<file path="src/rtl/uart_rx_pkg.sv">
// Shared UART definitions: receiver state encoding and frame constants.
// Kept separate so a future uart_tx can import the same package.
package lib_uart;

    localparam int DATA_BITS = 8;

    typedef enum logic [2:0] {
        IDLE,
        START,
        DATA,
        PARITY,
        STOP
    } RX_STATE;

endpackage

</file>
<file path="src/rtl/uart_rx_sync2.sv">
// Two-flop synchronizer for an asynchronous level; resets to 1 (idle line).
// Ports: clk, reset (sync, active-high), d (async in), q (synchronized out).
module sync2 (
    input  logic clk,
    input  logic reset,
    input  logic d,
    output logic q
);

    logic meta;

    always_ff @(posedge clk) begin
        if (reset) begin
            meta <= 1'b1;
            q    <= 1'b1;
        end else begin
            meta <= d;
            q    <= meta;
        end
    end

endmodule

</file>
<file path="src/rtl/uart_rx.sv">
// UART receiver (8N1, or 8E1 when UART_RX_PARITY_EN is defined) feeding the CPU input port.
// Ports: clk, reset (sync, active-high), rx (async serial, idle high), ack (CPU level ack),
//        irr (byte available, held until ack), r_data (byte), overrun (sticky), frame_err (1-cycle pulse).
module uart_rx
    import lib_uart::*;
#(
    parameter int CLKS_PER_BIT = 868
) (
    input  logic       clk,
    input  logic       reset,
    input  logic       rx,
    input  logic       ack,
    output logic       irr,
    output logic [7:0] r_data,
    output logic       overrun,
    output logic       frame_err
);

    localparam int CW = $clog2(CLKS_PER_BIT);
    localparam logic [CW-1:0] HALF = CW'(CLKS_PER_BIT / 2 - 1);
    localparam logic [CW-1:0] FULL = CW'(CLKS_PER_BIT - 1);
    localparam logic [2:0] LAST = 3'(DATA_BITS - 1);

    logic                 rx_s;
    RX_STATE              state;
    logic [CW-1:0]        cnt;
    logic [2:0]           idx;
    logic [DATA_BITS-1:0] shift;
    logic                 tick;
    logic                 deliver;

    sync2 u_sync (
        .clk   (clk),
        .reset (reset),
        .d     (rx),
        .q     (rx_s)
    );

    assign tick    = (state != IDLE) && (cnt == '0);
    assign deliver = tick && (state == STOP) && rx_s;

    always_ff @(posedge clk) begin
        if (reset) begin
            state     <= IDLE;
            cnt       <= '0;
            idx       <= '0;
            shift     <= '0;
            irr       <= 1'b0;
            r_data    <= 8'h00;
            overrun   <= 1'b0;
            frame_err <= 1'b0;
        end else begin
            frame_err <= 1'b0;

            // A new byte wins over a same-cycle ack: irr stays up for it.
            if (deliver) begin
                r_data <= shift;
                irr    <= 1'b1;
                if (irr && !ack)
                    overrun <= 1'b1;
            end else if (ack) begin
                irr <= 1'b0;
            end

            if (state != IDLE && !tick)
                cnt <= cnt - 1'b1;

            unique case (state)
                IDLE: begin
                    if (!rx_s) begin
                        state <= START;
                        cnt   <= HALF;
                    end
                end
                START: begin
                    if (tick) begin
                        if (rx_s) begin
                            state <= IDLE;
                        end else begin
                            state <= DATA;
                            cnt   <= FULL;
                            idx   <= '0;
                        end
                    end
                end
                DATA: begin
                    if (tick) begin
                        shift <= {rx_s, shift[DATA_BITS-1:1]};
                        cnt   <= FULL;
                        if (idx == LAST) begin
`ifdef UART_RX_PARITY_EN
                            state <= PARITY;
`else
                            state <= STOP;
`endif
                        end else begin
                            idx <= idx + 1'b1;
                        end
                    end
                end
`ifdef UART_RX_PARITY_EN
                PARITY: begin
                    if (tick) begin
                        // Even parity: the parity bit equals the XOR of the data.
                        if (rx_s != ^shift) begin
                            frame_err <= 1'b1;
                            state     <= IDLE;
                        end else begin
                            state <= STOP;
                            cnt   <= FULL;
                        end
                    end
                end
`endif
                STOP: begin
                    if (tick) begin
                        state <= IDLE;
                        if (!rx_s)
                            frame_err <= 1'b1;
                    end
                end
                default: state <= IDLE;
            endcase
        end
    end

endmodule

</file>
<file path="config.mk">
export PLATFORM = sky130hd
export DESIGN_NAME = uart_rx
export DESIGN_NICKNAME = d
export VERILOG_FILES = /design/src/rtl/uart_rx_pkg.sv /design/src/rtl/uart_rx_sync2.sv /design/src/rtl/uart_rx.sv
export SDC_FILE = /design/constraint.sdc
export NUM_CORES = 1
export LEC_CHECK = 0
export CAP_MARGIN = 40
export CORE_AREA = 3 3 74 76
export DETAILED_ROUTE_END_ITERATION = 6
export DIE_AREA = 0 0 77 79
export PLACE_DENSITY_LB_ADDON = 0.05
export SLEW_MARGIN = 20
export SYNTH_ARGS = -nofsm -noshare
export SYNTH_HDL_FRONTEND = slang
export SYNTH_SLANG_ARGS = --single-unit
</file>
<file path="constraint.sdc">
create_clock -name clk -period 3 [get_ports clk]
set_input_delay 0.3 -clock clk [delete_from_list [all_inputs] [get_ports clk]]
set_output_delay 0.3 -clock clk [all_outputs]
set_load 0.005 [all_outputs]
</file>
# Yosys cells after proc, flatten, opt, wreduce, memory -nomap -nowiden

Index checks and enable logic that the tools add are counted.

Add/subtract/negate cells: 2
Equal/unequal tests: 11
Multiplexer cells: 21
Bitwise logic cells: 2
Reduce and logical (&&, ||, !) cells: 17

Operators by type and width:

| kind                  | number |
|---|---|
| $mux 10               | 5 |
| $pmux 10 s3           | 1 |
| $mux 3                | 9 |
| $ne 2x2->1 const B    | 7 |
| $pmux 3 s4            | 1 |
| $logic_not 10->1      | 1 |
| $reduce_and 5->1      | 2 |
| $sub 10x1->10 const B | 1 |
| $eq 3x3->1 const B    | 2 |
| $pmux 3 s2            | 1 |
| $logic_and 1x1->1     | 5 |
| $reduce_and 2->1      | 2 |
| $reduce_bool 2->1     | 2 |
| $add 3x1->3 const B   | 1 |
| $eq 3x1->1 const B    | 1 |
| $eq 3x2->1 const B    | 1 |
| $logic_not 3->1       | 1 |
| $mux 1                | 3 |
| $reduce_bool 3->1     | 1 |
| $reduce_or 3->1       | 1 |
| $logic_not 1->1       | 2 |
| $mux 2                | 1 |
| $not 1->1             | 2 |

Register bits: 37
Bits of input ports: 4
Output and inout port bits: 11

# Logic depth before layout (Yosys ltp)

Depth in word-level cells: 8
Depth in mapped cells: 8
Depth with buffers taken out: 6

# Modules after synthesis

Synthesis repeated with hierarchy kept, for this count alone.

Cell total of the unflattened synthesis: 183
Area total of the unflattened synthesis: 1696.6 um^2

Modules (own cells, without submodules):

| module  | instances | cells each | area an instance (um^2) |
|---|---|---|---|
| uart_rx | 1         | 179        | 1644.1 |
| sync2   | 1         | 4          | 52.6 |

# Least setup slack after synthesis

No wires, ideal clock.

Kind: flip-flop to flip-flop
Start: reg cnt[0]
End: reg idx[1]
Data arrival time: 2.164 ns
Data required time: 2.930 ns
Setup slack: 0.765 ns
Stages on the path, launching flop included: 9
Buffers on the path: 2
Clock period less this slack: 2.235 ns
Cell sequence: dfxtp_1 inv_1 ha_1 or4b_1 buf_2 or3_1 clkbuf_2 or4_1 a21oi_1

Longest elaborated chain between the ends: 4
Elaborated cells between the ends (all ways): 5
Those cells by class: 2 x eq/ne; 3 x reduce/logical

Ends and longest elaborated chain:

| what                           | line          | RTL |
|---|---|---|
| start, declared                | uart_rx.sv:26 | `logic [CW-1:0] cnt;` |
| start signal, assigned         | uart_rx.sv:66 | `cnt <= cnt - 1'b1;` |
| $logic_not 10->1 (*)           | uart_rx.sv:39 | `assign tick = (state != IDLE) && (cnt == '0);` |
| $logic_and 1x1->1 (*)          | uart_rx.sv:39 |  |
| $ne 2x2->1 (no line)           | --            |  |
| $reduce_and 5->1 (no line) (*) | --            |  |
| end signal, assigned           | uart_rx.sv:97 | `idx <= idx + 1'b1;` |
| end, declared                  | uart_rx.sv:27 | `logic [2:0] idx;` |

Every way passes the cells marked *; elsewhere a longest branch is shown, timed or not.
A chain may end at the register's enable or synchronous reset.

# Worst setup path after layout

Same ends and word-level chain as after synthesis.

==> insert_results.sql <==
INSERT INTO impl_metrics (metric_group, metric, value, unit) VALUES
('route', 'drt_pass1_iterations', '4', ''),
('synth', 'yosys.cell_types.count', '39', ''),
('route', 'wl', '3630', 'um'),
('power_and_ir_drop', 'vdd_ir_max', '0.000311', 'V'),
('cts', 'post_cts_resized', '0', ''),
('setup_path', 'crit_path_cell_trace', 'inv_1, ha_1, or4b_1, or3_1, or4_1, a21oi_1', ''),
('die', 'io-pin-count', '15', ''),
('placed_design', 'dp.final_hpwl', '2410', 'um'),
('setup_path', 'critPathLaunch', 'cnt[0]', ''),
('cts', 'cts_max_level', '2', ''),
('cts', 'clk_path_buf_depth', '2', ''),
('synth', 'ys_ff_latch', '37', ''),
('hold_path', 'hold_path_class', 'reg -> reg', ''),
('placed_design', 'postPlaceCellArea', '1900', 'um^2'),
('power_and_ir_drop', 'fin_total_pwr', '1120', 'uW'),
('synth', 'synth_seq_area_share', '43.6', '%'),
('power_and_ir_drop', 'netSwitchingPower', '291', 'uW'),
('synth', 'postSynthCellCount', '183', ''),
('power_and_ir_drop', 'share_seq_of_total_power', '46.5', '%'),
('power_and_ir_drop', 'power_density', '556', 'nW/um^2'),
('global_route', 'grt_pass1_vias', '1309', ''),
('placed_design', 'numPortBuffers', '14', ''),
('die', 'die_height', '79', 'um'),
('setup_path', 'cp-start-kind', 'register', ''),
('synth', 'syn_nets', '190', ''),
('synth', 'yosysWarnings', '0', ''),
('setup_path', 'critPathMaxStageDelay', '0.64', 'ns'),
('sta', 'finalMaxSlewViolations', '0', ''),
('cts', 'ctsRootBufferMaster', 'sky130_fd_sc_hd__clkbuf_8', ''),
('sta', 'tightestPinTransition', '0.719', 'ns'),
('die', 'area_of_the_placeable_core', '4790', 'um^2'),
('sta', 'finalHoldViolations', '0', ''),
('route', 'routed_via_density', '5.14', ''),
('outcome', 'run_status', 'complete, no violations', ''),
('layout', 'final_cells', '263', ''),
('global_route', 'grt_util_all_layers', '12.9', '%'),
('placed_design', 'place.gp.congestion', '0.752', ''),
('power_and_ir_drop', 'cellInternalPower', '833', 'uW'),
('sta', 'layout_min_cycle_time', '2.47', 'ns'),
('cts', 'numCtsBuffers', '5', ''),
('layout', 'diodes', '0', ''),
('sta', 'fin_tns_setup', '0', 'ns'),
('setup_path', 'worstSetupPathType', 'reg -> reg', ''),
('cts', 'clock_slew_seen_by_the_registers_of_the_worst_setup_and_hold_paths', '0.08', 'ns'),
('setup_path', 'endpoint_type_of_the_worst_setup_path', 'register', ''),
('sta', 'unrepaired_setup_endpoints_after_global_routing', 'false', ''),
('setup_path', 'worst_path_dominant_cell_family', 'simple AND/OR/NAND/NOR gates', ''),
('sta', 'fmax', '405', 'MHz'),
('layout', 'drive_gt1_share', '10.2', '%'),
('flow_run', 'maxCapViolCount', '0', ''),
('setup_path', 'crit_slowest_cell', 'sky130_fd_sc_hd__or4b_1', ''),
('cts', 'cts.sink_count', '37', ''),
('setup_path', 'path_buf_inv', '1', ''),
('global_route', 'grt_remaining_overflow', '0', ''),
('power_and_ir_drop', 'p_leak', '0.000689', 'uW'),
('die', 'dieArea', '6080', 'um^2'),
('power_and_ir_drop', 'p_clk_share', '40.1', '%'),
('sta', 'report.final.setup_viol', '0', ''),
('cts', 'post_cts_hold_buffer_count', '0', ''),
('route', 'vias', '1351', ''),
('global_route', 'global_route_wire_length_before_repair', '6290', 'um'),
('sta', 'finalClockSkew', '0.00487', 'ns'),
('setup_path', 'worstPathArrival', '2.69', 'ns'),
('global_route', 'pin_count_of_the_biggest_net_entering_global_routing', '26', ''),
('setup_path', 'path_max_fanout', '10', ''),
('power_and_ir_drop', 'combinationalPowerShare', '13.4', '%'),
('global_route', 'antenna_found_initial', '0', ''),
('sta', 'post_route_fraction_of_the_period_consumed_by_the_critical_path', '82.3', '%'),
('layout', 'final_design_area_no_fill', '2020', 'um^2'),
('placed_design', 'place_inst', '255', ''),
('route', 'ant_nets', '0', '');
kinds of logic (layout without fill, tap and decap cells):
kind of cell | Yosys count | count (layout) | synth area share, %
xor gates and xnor gates | 4 | 4 | 2.06
buffers and inverters | 17 | 30 | 4.12
muxes | 20 | 20 | 11.8
AOI/OAI and AO/OA | 32 | 32 | 12.4
and+or+nand+nor | 70 | 70 | 23.9
adders and majority gates | 3 | 3 | 2.21
DFF | 37 | 37 | 43.6
metrics by stage:
| stage | utilization, % | setup WS [ns] | hold WS (ns) |
|---|---|---|---|
| global placement | 39.7 | 0.596 | 0.397 |
| CTS | 42.2 | 0.533 | 0.418 |
| global route | 42.2 | 0.368 | 0.424 |
| floorplan | - | 0.765 | 0.389 |
| detailed placement | 39.7 | 0.557 | 0.399 |
| finish | 42.2 | 0.531 | 0.412 |
worst register-to-register path: stages (launching register included):
cell,delay [ns]
sky130_fd_sc_hd__dfxtp_1,0.31
sky130_fd_sc_hd__inv_1,0.08
sky130_fd_sc_hd__ha_1,0.17
sky130_fd_sc_hd__or4b_1,0.64
sky130_fd_sc_hd__or3_1,0.51
sky130_fd_sc_hd__or4_1,0.53
sky130_fd_sc_hd__a21oi_1,0.15
path summary, 6_finish.rpt:
check / endpoint / slack, ns / cells after the start
worst max-delay path: idx[1] / 0.53 / 6
worst min-delay path: u_sync.q / 0.41 / 1
worst max register to register: idx[1] / 0.53 / 6
worst min register to register: u_sync.q / 0.41 / 1
per-layer routing:
| layer | up-vias | routed length [um] | track usage [%] |
|---|---|---|---|
| met5 | - | 0 | 0 |
| li1 | 689 | - | - |
| met4 | 0 | 75 | 5.52 |
| met1 | 635 | 1750 | 16.1 |
| met3 | 9 | 121 | 3.74 |
| met2 | 18 | 1680 | 20.7 |
cells in the final DEF (no fill, tap or decap), types with 5 or more instances in the layout:
master / synthesis / layout
sky130_fd_sc_hd__dfxtp_1: 37 / 37
sky130_fd_sc_hd__nor2_1: 23 / 23
sky130_fd_sc_hd__mux2i_1: 20 / 20
sky130_fd_sc_hd__clkdlybuf4s50_1: 0 / 14
sky130_fd_sc_hd__a21oi_1: 9 / 9
sky130_fd_sc_hd__or3_1: 8 / 8
sky130_fd_sc_hd__o21ai_0: 7 / 7
sky130_fd_sc_hd__nand2_1: 6 / 6
sky130_fd_sc_hd__or4_1: 6 / 6
sky130_fd_sc_hd__clkbuf_8: 0 / 6
sky130_fd_sc_hd__inv_1: 5 / 5
Yosys cell counts, drive strengths merged:
master	count	area [um^2]
dfxtp	37	741
nor2	23	86.3
mux2i	20	200
a21oi	9	45.0
clkbuf	9	36.3
or3	8	50.1
o21ai	7	35.0
or4	7	56.3
nand2	6	22.5
inv	5	18.8
nor4	5	46.3
a211oi	3	22.5
buf	3	15.0
ha	3	37.5
nand3	3	15.0
nor3	3	15.0
o311ai	3	26.3
or2	3	18.8
or3b	3	26.3
a31oi	2	12.5
nand3b	2	15.0
nor3b	2	15.0
o31ai	2	15.0
xnor2	2	17.5
xor2	2	17.5
a2111o	1	11.3
a2bb2oi	1	8.76
a311oi	1	8.76
and2	1	6.26
and3	1	6.26
nand2b	1	6.26
o2111ai	1	8.76
o211ai	1	7.51
o31a	1	8.76
or4b	1	10.0
or4bb	1	11.3
power by group through the flow:
stage          clock (uW)  combinational, uW  sequential [uW]
3_5_place_dp            0                150              533
4_1_cts               466                151              522
3_3_place_gp            0                149              533
5_1_grt               492                172              525
2_1_floorplan           0                130              525
6_report              451                151              522
state kept, by name, indices dropped and copies added (netlist names):
| signal | count |
|---|---|
| frame_err | 1 |
| r_data | 8 |
| shift | 8 |
| idx | 3 |
| state | 3 |
| u_sync.meta | 1 |
| overrun | 1 |
| cnt | 10 |
| irr | 1 |
| u_sync.q | 1 |
area by class of cell:
cell class / instances / area [um^2]
clock buffer: 6 / 82.6
clock inverter: 2 / 37.5
fill: 497 / 2760
inverter: 5 / 18.8
multi-input combinational: 129 / 896
sequential: 37 / 741
tap: 67 / 83.8
timing repair buffer: 17 / 163
Note: power is estimated with default switching activity, not from simulation.
==> variant, RTL diff (config.mk and constraints unchanged) <==
Reset style: asynchronous (`reset`), changed in 2 clocked blocks.
--- a/src/rtl/uart_rx_sync2.sv
+++ b/src/rtl/uart_rx_sync2.sv
@@ -9,7 +9,7 @@
 
     logic meta;
 
-    always_ff @(posedge clk) begin
+    always_ff @(posedge clk or posedge reset) begin
         if (reset) begin
             meta <= 1'b1;
             q    <= 1'b1;
--- a/src/rtl/uart_rx.sv
+++ b/src/rtl/uart_rx.sv
@@ -39,7 +39,7 @@
     assign tick    = (state != IDLE) && (cnt == '0);
     assign deliver = tick && (state == STOP) && rx_s;
 
-    always_ff @(posedge clk) begin
+    always_ff @(posedge clk or posedge reset) begin
         if (reset) begin
             state     <= IDLE;
             cnt       <= '0;
Check against the original RTL: same outputs for any inputs over 10 cycles, from zero or initial values and one cycle with reset high; that may be too few to reach the edited logic, so the function may still have changed.
==> variant against the unedited design <==
- die area unchanged
- routed wire length down 3.6%
- sequential cell count unchanged
- setup slack better by 170 ps
- critical path type unchanged
- design area up 5.0%
- via count down 11%
- area after synthesis up 5.9%
- largest cell class is now registers
- cell count down 11%
Power is not compared: it rests on default switching activity, and its combinational part moved more than twofold at a synthesized area within 25%.
==> variant: results (changes against the unedited design) <==
- WL final: 3500 um (-3.6%)
- Synthesized net count: 157 (-17%)
- Number of synthesized flops with an enable pin: 0 (unchanged)
- Initial DRT Pass Iterations: 2 (-2)
- CP Launch Point: cnt[0]
- Final Skew: 13.7 ps (+8.83 ps)
- CTS buffer count: 5 (unchanged)
- Via density per instance: 5.11 (-0.50%)
- Vias in the first global route: 1,291 (-1.4%)
- Total GRT Usage: 12.9% (+0.035 points)
- DR iter-0 viols: 68 (-33%)
- DP HPWL: 2490 um (+3.3%)
- Biggest regs: cnt: 10 flops, r_data: 8 flops, shift: 8 flops
- Ys flop type: dfrtp_1
- First-pass GRT wire length: 6270 um (-0.32%)
- Post-DP Area: 0.00200 mm2 (+5.3%)
- Final Wtd Congestion: 0.786 (+4.5%)
- Initial antenna violation count: 0 (unchanged)
- Leak: 0.977 nW
- Clk_lat worst skew: 290 ps (about the same)
- Proportion of layout cells with a drive suffix above 1: 23.4% (+13 points)
- Synth cell count leaders: 35 x dfrtp_1, 16 x mux2_2, 11 x nand2_1, 7 x nand3_1, 6 x inv_1
- CP arrival: 2470 ps (-220 ps)
- Layout fillers: 455 (-8.5%)
- Clock Tree Root: clkbuf_8
- Status: completed
- Synth unique cells: 47 (+21%)
- Worst Tran Pin Value: 630 ps (-88.8 ps)
- Crit-path max FO: 12 (+2)
- Largest net degree at the start of global routing: 38 (+46%)
- R2R Setup Slk: 710 ps (+170 ps)
- RR Endpoint: r_data[3]
- Synth async-reset ratio: 100% (+100 points)
- Final nets: 173 (-14%)
- Ranking of synthesized cells by area: dfrtp_1 49%, mux2_2 10%, dfstp_2 2.9%, nand2_1 2.3%, ha_1 2.1%
- Post-synthesis sequential area ratio: 51.6% (+8.0 points)
variant: cell types whose count changed in the layout (fill, tap and decap cells not counted), moves of 4 or more:
cell / before / now
nand2_1: 6 / 11
a21oi_1: 9 / 3
dfxtp_1: 37 / 0
or4_1: 6 / 2
nand3_1: 3 / 7
dfrtp_1: 0 / 35
nor2_1: 23 / 5
mux2i_1: 20 / 3
mux2_2: 0 / 16
or3_1: 8 / 4
variant: stage by stage:
step / setup slack [ps] / hold WS [ps] / cells / total power, mW / util (%)
global placement: 824 / 347 / 226 / 0.530 / 41.9
global route: 536 / 369 / 234 / 1.02 / 44.4
detailed placement: 707 / 353 / 226 / 0.531 / 41.9
CTS: 699 / 363 / 234 / 0.986 / 44.4
finish: 705 / 359 / 234 / 0.973 / 44.4
floorplan: 966 / 304 / 150 / 0.522 / -
variant: kinds of logic (layout without fill, tap and decap cells):
kind of cell | Yosys count | in the layout | share of synthesized area [%]
fa+ha+maj | 3 | 3 | 2.09
buf+inv | 12 | 29 | 2.85
compound gates | 23 | 23 | 10.4
simple gates | 52 | 52 | 19.1
xor+xnor | 3 | 3 | 1.46
mux | 20 | 20 | 12.5
flops | 37 | 37 | 51.6
variant: report_power, final:
part           switching [mW]  internal, mW  total (mW)
Clock                   0.182         0.270       0.453
Combinational          0.0112       0.00562      0.0168
Sequential            0.00262         0.501       0.504
variant: final cells by class:
class                   instances  share of cell area [%]
well taps                      67                    3.95
repair buffers                 15                    6.95
inverters                       6                    1.06
multi-input cells             101                    38.7
clock inverters                 2                    1.77
clock buffers                   6                    3.89
flip-flops and latches         37                    43.7
variant: layer usage:
metal | wire, um | up-vias | part of all wire (%) | GRT usage [%]
li1 | - | 575 | - | -
met1 | 1720 | 603 | 49 | 16.3
met2 | 1630 | 13 | 47 | 21.3
met3 | 99 | 5 | 2.8 | 3.06
met4 | 53 | 0 | 1.5 | 5.34
met5 | 0 | - | 0 | 0
variant: how the worst min path moves through the flow:
stage	end	start	slack (ps)	cells after the start
finish	u_sync.q	u_sync.meta	360	0
global route	u_sync.q	u_sync.meta	370	0
CTS	u_sync.q	u_sync.meta	360	0
detailed placement	u_sync.q	u_sync.meta	350	0
global placement	u_sync.q	u_sync.meta	350	0
floorplan	u_sync.meta	rx	300	0
variant: worst max-delay path: stages (launching register included):
cell     delay, ps
dfrtp_1        420
inv_1           90
ha_1           170
nor3b_1        530
and3_4         390
nand4_4        230
mux2_2         350
